File: src/rtl/hier_fanout_node.sv
// Interior tree node: broadcasts one command to NUM_CHILD children,
// folds their responses (XOR or sum) and returns one aggregate upstream.
module hier_fanout_node #(
    parameter int NUM_CHILD = 10,
    parameter int DATA_W    = 16,
    parameter int TIMEOUT_W = 8,
    parameter int AGG_MODE  = 0
) (
    input  logic                        clk,
    input  logic                        rst_n,
    input  logic                        up_cmd_valid,
    output logic                        up_cmd_ready,
    input  logic [DATA_W-1:0]           up_cmd_data,
    input  logic [TIMEOUT_W-1:0]        timeout_cyc,
    output logic                        up_rsp_valid,
    input  logic                        up_rsp_ready,
    output logic [DATA_W-1:0]           up_rsp_data,
    output logic                        up_rsp_err,
    output logic [NUM_CHILD-1:0]        up_rsp_mask,
    output logic [NUM_CHILD-1:0]        dn_cmd_valid,
    input  logic [NUM_CHILD-1:0]        dn_cmd_ready,
    output logic [DATA_W-1:0]           dn_cmd_data,
    input  logic [NUM_CHILD-1:0]        dn_rsp_valid,
    output logic [NUM_CHILD-1:0]        dn_rsp_ready,
    input  logic [NUM_CHILD*DATA_W-1:0] dn_rsp_data
);

    typedef enum logic [1:0] {
        IDLE = 2'd0,
        BUSY = 2'd1,
        RESP = 2'd2
    } state_e;

    state_e                 state_q, state_d;
    logic                   rdy_q;
    logic [DATA_W-1:0]      data_q, data_d;
    logic [TIMEOUT_W-1:0]   tmo_q, tmo_d;
    logic [TIMEOUT_W-1:0]   timer_q, timer_d;
    logic [NUM_CHILD-1:0]   issue_q, issue_d;
    logic [NUM_CHILD-1:0]   rsp_q, rsp_d;
    logic [NUM_CHILD-1:0]   err_q, err_d;
    logic [DATA_W-1:0]      acc_q, acc_d;

    logic [NUM_CHILD-1:0]   cmd_hs;
    logic [NUM_CHILD-1:0]   rsp_hs;
    logic [NUM_CHILD-1:0]   pend;
    logic [DATA_W-1:0]      fold;

    assign cmd_hs = issue_q & dn_cmd_ready;
    assign rsp_hs = rsp_q & dn_rsp_valid;

    // Fold every child response handshaking this cycle into the accumulator
    always_comb begin
        fold = acc_q;
        for (int i = 0; i < NUM_CHILD; i++) begin
            if (rsp_hs[i]) begin
                if (AGG_MODE == 0) begin
                    fold = fold ^ dn_rsp_data[i*DATA_W +: DATA_W];
                end else begin
                    fold = fold + dn_rsp_data[i*DATA_W +: DATA_W];
                end
            end
        end
    end

    // Next-state logic: command accept, per-child tracking, completion/timeout
    always_comb begin
        state_d = state_q;
        data_d  = data_q;
        tmo_d   = tmo_q;
        timer_d = timer_q;
        issue_d = issue_q;
        rsp_d   = rsp_q;
        err_d   = err_q;
        acc_d   = acc_q;
        pend    = '0;
        unique case (state_q)
            IDLE: begin
                if (up_cmd_valid && rdy_q) begin
                    data_d  = up_cmd_data;
                    tmo_d   = timeout_cyc;
                    issue_d = '1;
                    rsp_d   = '0;
                    acc_d   = '0;
                    timer_d = '0;
                    err_d   = '0;
                    state_d = BUSY;
                end
            end
            BUSY: begin
                issue_d = issue_q & ~cmd_hs;
                rsp_d   = (rsp_q & ~rsp_hs) | cmd_hs;
                acc_d   = fold;
                if (timer_q != '1) begin
                    timer_d = timer_q + TIMEOUT_W'(1);
                end
                pend = issue_d | rsp_d;
                if (pend == '0) begin
                    state_d = RESP;
                end else if ((tmo_q != '0) &&
                             (timer_q == tmo_q - TIMEOUT_W'(1))) begin
                    err_d   = pend;
                    issue_d = '0;
                    rsp_d   = '0;
                    state_d = RESP;
                end
            end
            RESP: begin
                if (up_rsp_ready) begin
                    state_d = IDLE;
                end
            end
            default: state_d = IDLE;
        endcase
    end

    // State registers; ready flag is registered so it stays low through reset
    always_ff @(posedge clk or negedge rst_n) begin
        if (!rst_n) begin
            state_q <= IDLE;
            rdy_q   <= 1'b0;
            data_q  <= '0;
            tmo_q   <= '0;
            timer_q <= '0;
            issue_q <= '0;
            rsp_q   <= '0;
            err_q   <= '0;
            acc_q   <= '0;
        end else begin
            state_q <= state_d;
            rdy_q   <= (state_d == IDLE);
            data_q  <= data_d;
            tmo_q   <= tmo_d;
            timer_q <= timer_d;
            issue_q <= issue_d;
            rsp_q   <= rsp_d;
            err_q   <= err_d;
            acc_q   <= acc_d;
        end
    end

    assign up_cmd_ready = rdy_q;
    assign up_rsp_valid = (state_q == RESP);
    assign up_rsp_data  = acc_q;
    assign up_rsp_err   = |err_q;
    assign up_rsp_mask  = err_q;
    assign dn_cmd_valid = issue_q;
    assign dn_cmd_data  = data_q;
    assign dn_rsp_ready = rsp_q;

endmodule
File: config.mk
export PLATFORM = sky130hd
export DESIGN_NAME = hier_fanout_node
export DESIGN_NICKNAME = d
export VERILOG_FILES = /design/src/rtl/hier_fanout_node.sv
export SDC_FILE = /design/constraint.sdc
export NUM_CORES = 1
export LEC_CHECK = 0
export CORE_ASPECT_RATIO = 2
export CORE_MARGIN = 5
export CORE_UTILIZATION = 43
export CTS_BUF_LIST = sky130_fd_sc_hd__clkbuf_4 sky130_fd_sc_hd__clkbuf_8
export CTS_CLUSTER_SIZE = 16
export DETAILED_ROUTE_END_ITERATION = 7
export PLACE_DENSITY = 0.93
export RECOVER_POWER = 25
export SLEW_MARGIN = 5
export SYNTH_ARGS = -nofsm -noshare
export SYNTH_HDL_FRONTEND = slang
export SYNTH_SLANG_ARGS = --single-unit
File: constraint.sdc
create_clock -name clk -period 2.47 [get_ports clk]
set_input_delay 0.494 -clock clk [delete_from_list [all_inputs] [get_ports clk]]
set_output_delay 0.494 -clock clk [all_outputs]
set_load 0.01 [all_outputs]
* Yosys cells after proc, flatten, opt, wreduce, memory -nomap -nowiden
Index checks and enable logic that the tools add are counted.
Operators by class: muxes and demuxes 31, equal/unequal tests 8, bitwise gates (word level) 18, $mul 0, add/sub/neg operators 2, order comparisons 0, divide/modulo/power cells 0, reduce and logical (&&, ||, !) cells 12, shift-type cells 0
Operators by type and width (count):
- two-way mux 16 bit | 11
- bitwise XOR 16 bit | 10
- two-way mux 10 bit | 8
- one-hot mux 10 bit (2 select lines) | 3
- AND 10 bit | 4
- one-hot mux 16 bit (2 select lines) | 1
- inverter 10 bit | 2
- bitwise OR 10 bit | 2
- two-way mux 8 bit | 2
- one-hot mux 8 bit (2 select lines) | 1
- zero test 10 bit | 1
- OR reduction 10 bit | 1
- adder 8 x 1 -> 8 bit (second input constant) | 1
- equality test 8 bit | 1
- two-way mux 2 bit | 4
- != test 2 bit (second input constant) | 4
- != test 8 bit (second input constant) | 1
- nonzero test 8 bit | 1
- subtractor 8 x 1 -> 8 bit (second input constant) | 1
- one-hot mux 2 bit (3 select lines) | 1
- zero test 2 bit | 2
- AND reduction 2 bit | 2
- AND reduction 4 bit | 1
- AND reduction 3 bit | 1
- other kinds (4) | 5
Word-level totals: memory bits (writable) 0, memories 0, output and inout port bits 65, logic and storage cells 80, input port bits 208, bits in registers 81, bits in latches 0, ROM bits 0

* Depth between registers and ports, before layout
Gate-level depths: netlist of run 1.
depth in word-level cells 21, gate-level depth with buffers 9, gate-level depth less buffers 8

* Worst setup path before layout of run 1
Ideal clock, no wire load.
path kind reg2reg, from register tmo_q[0], to register err_q[8], in the netlist up_rsp_mask[8], arrival 2200 ps, required time 2391 ps, clock period less this slack 2280 ps, library setup time 79 ps, buffers on the path 1, cell stages (with the launch flop) 10, path slack 190 ps, cell sequence dfrtp_1 -> inv_1 -> ha_1 -> o21ba_1 -> a221oi_1 -> o22ai_2 -> nor3_2 -> nor3b_1 -> buf_6 -> mux2i_1
On the way: word-level cells in the longest chain between the ends 5, elaborated cells on any way between the ends 6, those cells by class 1 x add/sub; 2 x eq/ne; 3 x reduce/logical
Ends and longest elaborated chain:
- start: declaration | RTL line 37 | logic [TIMEOUT_W-1:0] tmo_q, tmo_d;
- start signal: assignment | RTL line 133 | tmo_q <= tmo_d;
- subtractor 8 x 1 -> 8 bit | RTL line 101 | (timer_q == tmo_q - TIMEOUT_W'(1))) begin
- equality test 8 bit | RTL line 101
- logical AND 1 bit (*) | RTL line 100 | end else if ((tmo_q != '0) &&
- != test 2 bit (no line) (*)
- AND reduction 4 bit (no line) (*)
- end signal: assignment | RTL line 137 | err_q <= err_d;
- end: declaration | RTL line 41 | logic [NUM_CHILD-1:0] err_q, err_d;
Every way passes the cells marked *; elsewhere a longest branch is shown, timed or not. A chain may end at the register's enable or synchronous reset.

* Final worst setup path of run 1
from register tmo_q[3], to register err_q[5], in the netlist up_rsp_mask[5]
The elaborated chain is that of the path after synthesis.

==> out/metrics.cfg, run 1 <==
[run_status]
status = complete, no violations

[finish]
layout-drive-gt1-share_pct = 7.25
antenna_cells = 0
fin_nets = 1226
area_growth_pct = 55.9

[synthesis]
synth_warnings = 0
synth_top_area_share_pct = 34.0
netlist_area_um2 = 5960
yosysTopAreaCell = dfrtp_1
ys_seq_area_share_pct = 34.0
async_flop_share_pct = 100
yosys-top-cells-area = dfrtp_1, xnor2_1, nand3_1, nand2_1, xor2_1
syn_nets = 950
yosys_register_bits = 81
synth-main-ff-cell = dfrtp_1
postSynthCellCount = 739
yosys-top-cells-count = nand2_1, nand3_1, xnor2_1
synth.most_common_cell = nand2_1
synth_cell_types = 42
avgSynthCellArea_um2 = 8.07
synth_edf_count = 0

[critical_path]
worstPathRequired_ps = 2760
cp_slowest_cell = nor4_1
arrival_ps = 2700
cp-start-kind = flip-flop
worstSetupPathType = flip-flop to flip-flop
worst_path_largest_cell_delay_ps = 480
end_kind = flip-flop
cp_max_fo = 16
worstPathCellList = buf_4 > nor4_1 > and3_1 > o22ai_2 > nor3_2 > nor3b_4 > buf_12 > mux2i_1

[placement]
dp_slack_ps = -127
place_congestion = 0.910
hpwl_um = 18600
port-buffer-count = 272

[floorplan]
num_rows = 61
fp.coreArea_um2 = 13700
fp.dieH_um = 177
dieArea_um2 = 16500
start_util_pct = 43.4
fp.dieW_um = 93.3
io_pins = 273

[detailed_routing]
first_iter_violations = 429
first_pass_iters = 5
wl_um = 23300
antenna_left = 0
drcViolationCount = 0
routedWlPerCell_um = 19.8
drt-vias-per-instance = 5.50
route.vias.total = 6476

[global_route]
grt_use_met1_pct = 35.5
grt_pass1_vias = 6839
top_usage_layer = met2
grt_max_degree = 45
grt_pass1_wl_um = 36300
grt_use_met2_pct = 47.4
antenna_found_initial = 0
grt_util_met3_pct = 5.80
grt.overflow.total = 0
gr-usage-all-layers_pct = 28.1

[pwr]
vdd_drop_max_v = 0.00159
combPwrFrac_pct = 64.8
clkPwrFrac_pct = 9.2
power.leakage_nw = 3.64
power_mw = 10.5
p_int_mw = 5.83
switchingPower_mw = 4.66
p_sw_share_pct = 44.4
power_density_nw_per_um2 = 1130
seq_power_share_pct = 26.0

[cts]
cts_tree = done
numClockSinks = 81
clockBufferDepth = 2
ctsHtreeMaxLevel = 3
cts_made_buffers = 9
insertion_delay_ps = 370
root_buffer = clkbuf_8
clk_pin_slew_ps = 100
holdBufCountCts = 0

[sta]
clock.fmax_ghz = 0.415
fin_tns_setup_ps = 0
min_period_ps = 2410
setup_viol = 0
maxSlewViolCount = 0
setup_slack_ps = 61.4
finalClockSkew_ps = 12.6
fin_hold_ws_ps = 284
fin_crit_sh_pct = 97.5
slew_headroom_pct = 27.5
hold_viol = 0
tightest_slew_ps = 1090

[hold_path]
hold_path_class = input pin to asynchronous set/reset pin

[flow_run]
cap_violations = 0

-- stage by stage --
| step | instances | instance area (µm²) | utilization (%) |
|---|---|---|---|
| 5_1_grt | 1177 | 9300 | 67.7 |
| 6_report | 1177 | 9300 | 67.7 |
| 3_5_place_dp | 1159 | 9100 | 66.2 |
| 2_1_floorplan | 739 | 5960 | - |
| 4_1_cts | 1175 | 9290 | 67.6 |
| 3_3_place_gp | 1159 | 9100 | 66.2 |
-- critical path, delay by kind of cell (launching register included) --
family	cells	cell delay, ps
flip-flops	1	400
buffers and inverters	2	360
AND/OR/NAND/NOR	4	1270
AO/OA/AOI/OAI	1	100
multiplexers	1	200
-- layout make-up --
type	count	area (µm²)
clock inverter	7	65.1
multi-input combinational	600	3730
tap	157	196
timing repair buffer	318	3140
fill	1088	4440
sequential	81	2030
inverter	5	18.8
clock buffer	9	124
-- power groups by stage --
stage / registers [mW] / clock network (mW) / logic [mW]
CTS: 2.70 / 0.984 / 6.75
global placement: 2.70 / 0 / 6.52
global route: 2.83 / 1.05 / 7.34
floorplan: 2.69 / 0 / 3.94
detailed placement: 2.71 / 0 / 6.71
finish: 2.73 / 0.964 / 6.80
-- final timing paths --
check	startpoint	to	slack (ps)	cells after the start
worst max-delay path	tmo_q[3]$_DFFE_PN0P_	up_rsp_mask[5]$_DFFE_PN0P_	60	8
worst min-delay path	rst_n	dn_cmd_data[1]$_DFFE_PN0P_	280	1
worst max register to register	tmo_q[3]$_DFFE_PN0P_	up_rsp_mask[5]$_DFFE_PN0P_	60	8
worst min register to register	dn_cmd_data[1]$_DFFE_PN0P_	dn_cmd_data[1]$_DFFE_PN0P_	490	2
max in group asynchronous	rst_n	up_rsp_mask[2]$_DFFE_PN0P_	560	2
min in group clk	dn_cmd_data[1]$_DFFE_PN0P_	dn_cmd_data[1]$_DFFE_PN0P_	490	2
-- per-layer routing --
layer | vias to the layer above | share of wire (%)
li1 | 3002 | -
met1 | 3040 | 39
met2 | 389 | 49
met3 | 45 | 9.6
met4 | 0 | 2.6
met5 | - | 0
-- sequential cells by signal, indices dropped and copies added, names as in the netlist --
signal and flops:
state_q 2, up_rsp_data 16, tmo_q 8, dn_cmd_valid 10, timer_q 8, up_rsp_mask 10
dn_cmd_data 16, up_cmd_ready 1, dn_rsp_ready 10
-- cell families (layout without fill, tap and decap cells) --
| family | count (synthesis) | count (layout) | synth area share, % |
|---|---|---|---|
| simple gates | 347 | 347 | 26.9 |
| xor+xnor | 175 | 175 | 25.7 |
| compound gates | 64 | 64 | 7.05 |
| mux | 11 | 11 | 1.87 |
| fa+ha+maj | 3 | 3 | 0.629 |
| buf+inv | 58 | 339 | 3.86 |
| flops | 81 | 81 | 34.0 |
-- repair_timing --
action,CTS,global route
setup buffers,0,2
setup endpoints to repair,10,30
pin swaps,1,1
cloned,0,0
resized for setup,1,2
-- layout by cell type, fill, tap and decap left out, drive strengths merged, types with 11 or more instances in the layout --
cell type | synthesis | final
clkbuf | 48 | 11
dfrtp | 81 | 81
clkdlybuf4s50 | 0 | 271
o21ai | 22 | 22
nand2 | 137 | 137
inv | 5 | 11
xnor2 | 122 | 122
nor2 | 34 | 34
a22o | 13 | 13
a21oi | 14 | 14
xor2 | 53 | 53
nand3 | 137 | 137
buf | 5 | 45
No activity file was read; power rests on OpenSTA's default activity.
==> inputs of run 2 (changes only) <==
--- a/config.mk
+++ b/config.mk
@@ -8,7 +8,6 @@
 export CORE_ASPECT_RATIO = 2
 export CORE_MARGIN = 5
 export CORE_UTILIZATION = 43
-export CTS_BUF_LIST = sky130_fd_sc_hd__clkbuf_4 sky130_fd_sc_hd__clkbuf_8
 export CTS_CLUSTER_SIZE = 16
 export DETAILED_ROUTE_END_ITERATION = 7
 export PLACE_DENSITY = 0.93
==> run 2 against run 1 <==
- clock skew decreased by 4.4 ps
- die area unchanged
- sequential share of layout area decreased by 0.28 points
- via count rose by 0.37%
- worst hold slack gained 34 ps
- clock power increased by 38%
- largest cell class unchanged
==> out/metrics.cfg, run 2 (same netlist as run 1, synthesis figures left out) <==
[detailed_routing]
first_pass_iters = 5
wl_um = 23500
first_iter_violations = 405
routedWlPerCell_um = 20.0
drcViolationCount = 0
route.vias.total = 6500
drt-vias-per-instance = 5.52
antenna_left = 0

[cts]
cts_tree = done
root_buffer = clkbuf_16
insertion_delay_ps = 340
numClockSinks = 81
cts_made_buffers = 9
clk_pin_slew_ps = 70
clockBufferDepth = 2
holdBufCountCts = 0
ctsHtreeMaxLevel = 3

[run_status]
status = complete, no violations

[global_route]
antenna_found_initial = 0
grt_max_degree = 45
grt.overflow.total = 0
gr-usage-all-layers_pct = 28.2
grt_pass1_wl_um = 36400
grt_pass1_vias = 6833

[finish]
layout_common_cells = clkdlybuf4s50_1, nand2_1, nand3_1
final_common_cell = clkdlybuf4s50_1
area_growth_pct = 57.9
antenna_cells = 0
fin_nets = 1227
final_cells = 1178
fin_util_pct = 68.6
regArea_um2 = 2030
fillers = 1077
layout-drive-gt1-share_pct = 7.35
multiInputGateArea_um2 = 3730

[critical_path]
arrival_ps = 2650
end_kind = flip-flop
cp_slowest_cell = nor4_1
r2r_start = tmo_q[2]$_DFFE_PN0P_
worstPathCellList = buf_4 > nor4_1 > and3_1 > o22ai_2 > nor3_2 > nor3b_4 > buf_12 > mux2i_1
cp_max_fo = 14
worstSetupPathType = flip-flop to flip-flop
cp-start-kind = flip-flop
cp_num_buf_inv = 2
worstPathRequired_ps = 2730
reg2regPathDepth = 8
reg2reg_to = up_rsp_mask[0]$_DFFE_PN0P_
worst_path_largest_cell_delay_ps = 470
reg2reg_slack_ps = 90
path_depth = 8
path_delay_family = simple AND/OR/NAND/NOR gates

[pwr]
seq_power_share_pct = 25.1
power_density_nw_per_um2 = 1160
clkPwrFrac_pct = 12.2
p_sw_share_pct = 43.5
switchingPower_mw = 4.73
power.leakage_nw = 3.70
combPwrFrac_pct = 62.6
power_mw = 10.9
vdd_drop_max_v = 0.00144
p_int_mw = 6.16

[floorplan]
fp.dieW_um = 93.3
io_pins = 273
dieArea_um2 = 16500
fp.coreArea_um2 = 13700
fp.dieH_um = 177
num_rows = 61
start_util_pct = 43.4

[sta]
fin_crit_sh_pct = 96.5
finalClockSkew_ps = 8.19
rsz0062_at_grt = no
hold_viol = 0
setup_viol = 0
setup_slack_ps = 87.4
slew_headroom_pct = 29.1
clock.fmax_ghz = 0.420
tightest_slew_ps = 1060
maxSlewViolCount = 0
fin_hold_ws_ps = 318
min_period_ps = 2380

[placement]
hpwl_um = 18600
port-buffer-count = 272
dpl.cell_count = 1159
place_congestion = 0.910
dp_slack_ps = -127

[flow_run]
cap_violations = 0

[hold_path]
hold_path_class = input pin to asynchronous set/reset pin

==> run 2: cell types whose count changed in the layout (fill, tap and decap cells not counted), sizes merged <==
cell | before | now
buf | 45 | 46
==> run 2: area by class of cell <==
class                   instances  area share [%]
multi-input cells             600            39.6
inverters                       5           0.199
repair buffers                319            33.5
well taps                     157            2.09
clock inverters                 7           0.691
clock buffers                   9            2.39
flip-flops and latches         81            21.5
==> run 2: worst register-to-register path, cell delays in order (launching register included) <==
cell and delay, ps:
dfrtp_1 380, buf_4 160, nor4_1 470, and3_1 250
o22ai_2 100, nor3_2 250, nor3b_4 290, buf_12 200
mux2i_1 210
==> run 2: through the flow <==
| step | area (µm²) | TNS [ps] |
|---|---|---|
| floorplan | 5960 | 0 |
| global placement | 9100 | -74.2 |
| detailed placement | 9100 | -1510 |
| CTS | 9390 | 0 |
| global route | 9420 | 0 |
| finish | 9420 | 0 |
==> run 2: power groups by stage <==
stage,sequential [mW],clock [mW],combinational (mW)
floorplan,2.69,0,3.94
detailed placement,2.71,0,6.71
global route,2.84,1.40,7.36
global placement,2.70,0,6.52
CTS,2.71,1.34,6.76
finish,2.74,1.33,6.82
==> run 2: worst max-delay path by stage <==
stage / from / end / slack, ps
6_report: tmo_q[2]$_DFFE_PN0P_ / up_rsp_mask[0]$_DFFE_PN0P_ / 90
5_1_grt: tmo_q[2]$_DFFE_PN0P_ / up_rsp_mask[0]$_DFFE_PN0P_ / 10
4_1_cts: tmo_q[1]$_DFFE_PN0P_ / up_rsp_mask[0]$_DFFE_PN0P_ / 20
3_5_place_dp: dn_rsp_valid[1] / dn_rsp_ready[3]$_DFFE_PN0P_ / -130
3_3_place_gp: dn_rsp_valid[5] / up_rsp_data[0]$_DFFE_PN0P_ / -20
2_1_floorplan: tmo_q[0]$_DFFE_PN0P_ / up_rsp_mask[8]$_DFFE_PN0P_ / 190
==> run 2: per-layer routing <==
metal / up-vias / wire length, µm / GRT usage [%]
met5: - / 0 / 0
met4: 0 / 621 / 9.11
met3: 48 / 2210 / 5.20
met2: 388 / 11600 / 47.6
met1: 3063 / 9100 / 36.0
li1: 3001 / - / -
==> run 2: what timing repair did <==
item,4_1_cts,5_1_grt
cloned,0,0
pin swaps,1,1
buffers inserted,0,3
setup endpoints to repair,9,28
gates resized for setup,1,2
==> inputs of run 3 (changes only) <==
--- a/config.mk
+++ b/config.mk
@@ -5,7 +5,7 @@
 export SDC_FILE = /design/constraint.sdc
 export NUM_CORES = 1
 export LEC_CHECK = 0
-export CORE_ASPECT_RATIO = 2
+export CORE_ASPECT_RATIO = 0.6
 export CORE_MARGIN = 5
 export CORE_UTILIZATION = 43
 export CTS_CLUSTER_SIZE = 16
==> run 3 against run 2 <==
- routed wire length is 4.3% higher
- utilization grew 1.6 points
- power grew 3.2%
- final cell count increased by 2.0%
- first-iteration DRC count up 14%
- maximum frequency rose by 1.1%
- non-clock buffer count up 6
- clock skew up 6.7 ps
- combinational power up 4.0%
- sequential share of layout area is 0.31 points lower
- critical endpoint is now dn_cmd_valid[6]$_DFFE_PN0P_
- largest power group unchanged
==> out/metrics.cfg, run 3 (same netlist as run 1, synthesis figures left out) <==
[placement]
dp_slack_ps = -159
port-buffer-count = 272
place_congestion = 0.956
hpwl_um = 19800

[floorplan]
num_rows = 33
dieArea_um2 = 16400
fp.dieW_um = 162
io_pins = 273
fp.dieH_um = 101
fp.coreArea_um2 = 13600
start_util_pct = 43.8

[detailed_routing]
antenna_left = 0
routedWlPerCell_um = 20.4
first_pass_iters = 5
route.vias.total = 6513
drcViolationCount = 0
drt-vias-per-instance = 5.42
first_iter_violations = 460
wl_um = 24500

[sta]
slew_headroom_pct = 33.7
fin_tns_setup_ps = 0
tightest_slew_ps = 995
maxSlewViolCount = 0
setup_slack_ps = 113
min_period_ps = 2360
fin_crit_sh_pct = 95.4
hold_viol = 0
finalClockSkew_ps = 14.8
clock.fmax_ghz = 0.424
setup_viol = 0
fin_hold_ws_ps = 310

[global_route]
grt.overflow.total = 0
grt_pass1_wl_um = 37500
grt_max_degree = 36
antenna_found_initial = 0
grt_pass1_vias = 6700
gr-usage-all-layers_pct = 29.4

[pwr]
p_int_mw = 6.41
seq_power_share_pct = 24.3
vdd_drop_max_v = 0.000655
power_mw = 11.2
switchingPower_mw = 4.83
p_sw_share_pct = 43.0
power_density_nw_per_um2 = 1180
clkPwrFrac_pct = 12.6
power.leakage_nw = 3.76
combPwrFrac_pct = 63.0

[finish]
final_common_cell = clkdlybuf4s50_1
fin_nets = 1233
regArea_um2 = 2030
fin_util_pct = 70.1
fillers = 1058
layout_common_cells = clkdlybuf4s50_1, nand2_1, nand3_1
multiInputGateArea_um2 = 3740
area_growth_pct = 60.2
antenna_cells = 0
layout-drive-gt1-share_pct = 7.89

[hold_path]
hold_path_class = input pin to asynchronous set/reset pin

[critical_path]
arrival_ps = 2570
worstSetupPathType = flip-flop to flip-flop
worstPathCellList = inv_1 > ha_4 > o21ba_1 > a221oi_2 > o22ai_2 > nor3_2 > nor3b_4 > buf_12 > buf_4 > nor2_1
worst_path_largest_cell_delay_ps = 390
path_delay_family = compound AO/OA/AOI/OAI gates
worstPathRequired_ps = 2690
end_kind = flip-flop
cp-start-kind = flip-flop
cp_slowest_cell = dfrtp_1
cp_max_fo = 14
reg2reg_slack_ps = 110
cp_num_buf_inv = 3

[cts]
clockBufferDepth = 2
insertion_delay_ps = 340
clk_pin_slew_ps = 70
cts_made_buffers = 9
holdBufCountCts = 0
ctsHtreeMaxLevel = 3
numClockSinks = 81
cts_tree = done
root_buffer = clkbuf_16

[run_status]
status = complete, no violations

[flow_run]
cap_violations = 0

run 3: cell count changes in the layout (fill, tap and decap cells not counted), sizes merged:
| cell | change |
|---|---|
| buf | +6 |
| inv | -3 |
| bufinv | +1 |
| clkbuf | +1 |
| clkinv | +1 |
run 3: per-layer routing:
layer | share of wire (%) | wire length [µm] | global-route usage (%)
met1 | 45 | 11000 | 41.4
met3 | 8.3 | 2030 | 5.73
met2 | 45 | 11000 | 46.6
met4 | 2.1 | 510 | 8.25
met5 | 0 | 0 | 0
run 3: cell type report:
| cell class | count | area share, % |
|---|---|---|
| timing repair buffer | 325 | 33.9 |
| tap | 175 | 2.29 |
| clock inverter | 6 | 0.759 |
| inverter | 5 | 0.196 |
| clock buffer | 10 | 2.50 |
| sequential | 81 | 21.2 |
| multi-input combinational | 600 | 39.2 |
run 3: what timing repair did:
| item | 4_1_cts | 5_1_grt |
|---|---|---|
| setup buffers | 1 | 2 |
| resized for setup | 2 | 2 |
| gates cloned | 0 | 0 |
| pin swaps | 1 | 1 |
| endpoints found under the setup margin | 13 | 11 |
run 3: worst paths after layout:
path,to,depth (start not counted),from
max,dn_cmd_valid[6]$_DFFE_PN0P_,10,tmo_q[1]$_DFFE_PN0P_
min reg2reg,dn_cmd_data[15]$_DFFE_PN0P_,2,dn_cmd_data[15]$_DFFE_PN0P_
max in group asynchronous,dn_rsp_ready[7]$_DFFE_PN0P_,2,rst_n
min in group clk,dn_cmd_data[15]$_DFFE_PN0P_,2,dn_cmd_data[15]$_DFFE_PN0P_
min,dn_cmd_data[1]$_DFFE_PN0P_,1,rst_n
max reg2reg,dn_cmd_valid[6]$_DFFE_PN0P_,10,tmo_q[1]$_DFFE_PN0P_
run 3: through the flow:
step	cells	cell area, µm²
2_1_floorplan	739	5960
3_3_place_gp	1183	9220
3_5_place_dp	1183	9220
4_1_cts	1200	9550
5_1_grt	1202	9560
6_report	1202	9560
run 3: power groups by stage:
stage	Combinational [mW]	Sequential, mW	Clock [mW]
5_1_grt	7.63	2.82	1.49
2_1_floorplan	3.94	2.69	0
4_1_cts	7.03	2.72	1.44
3_3_place_gp	6.76	2.70	0
3_5_place_dp	6.96	2.73	0
6_report	7.09	2.73	1.42
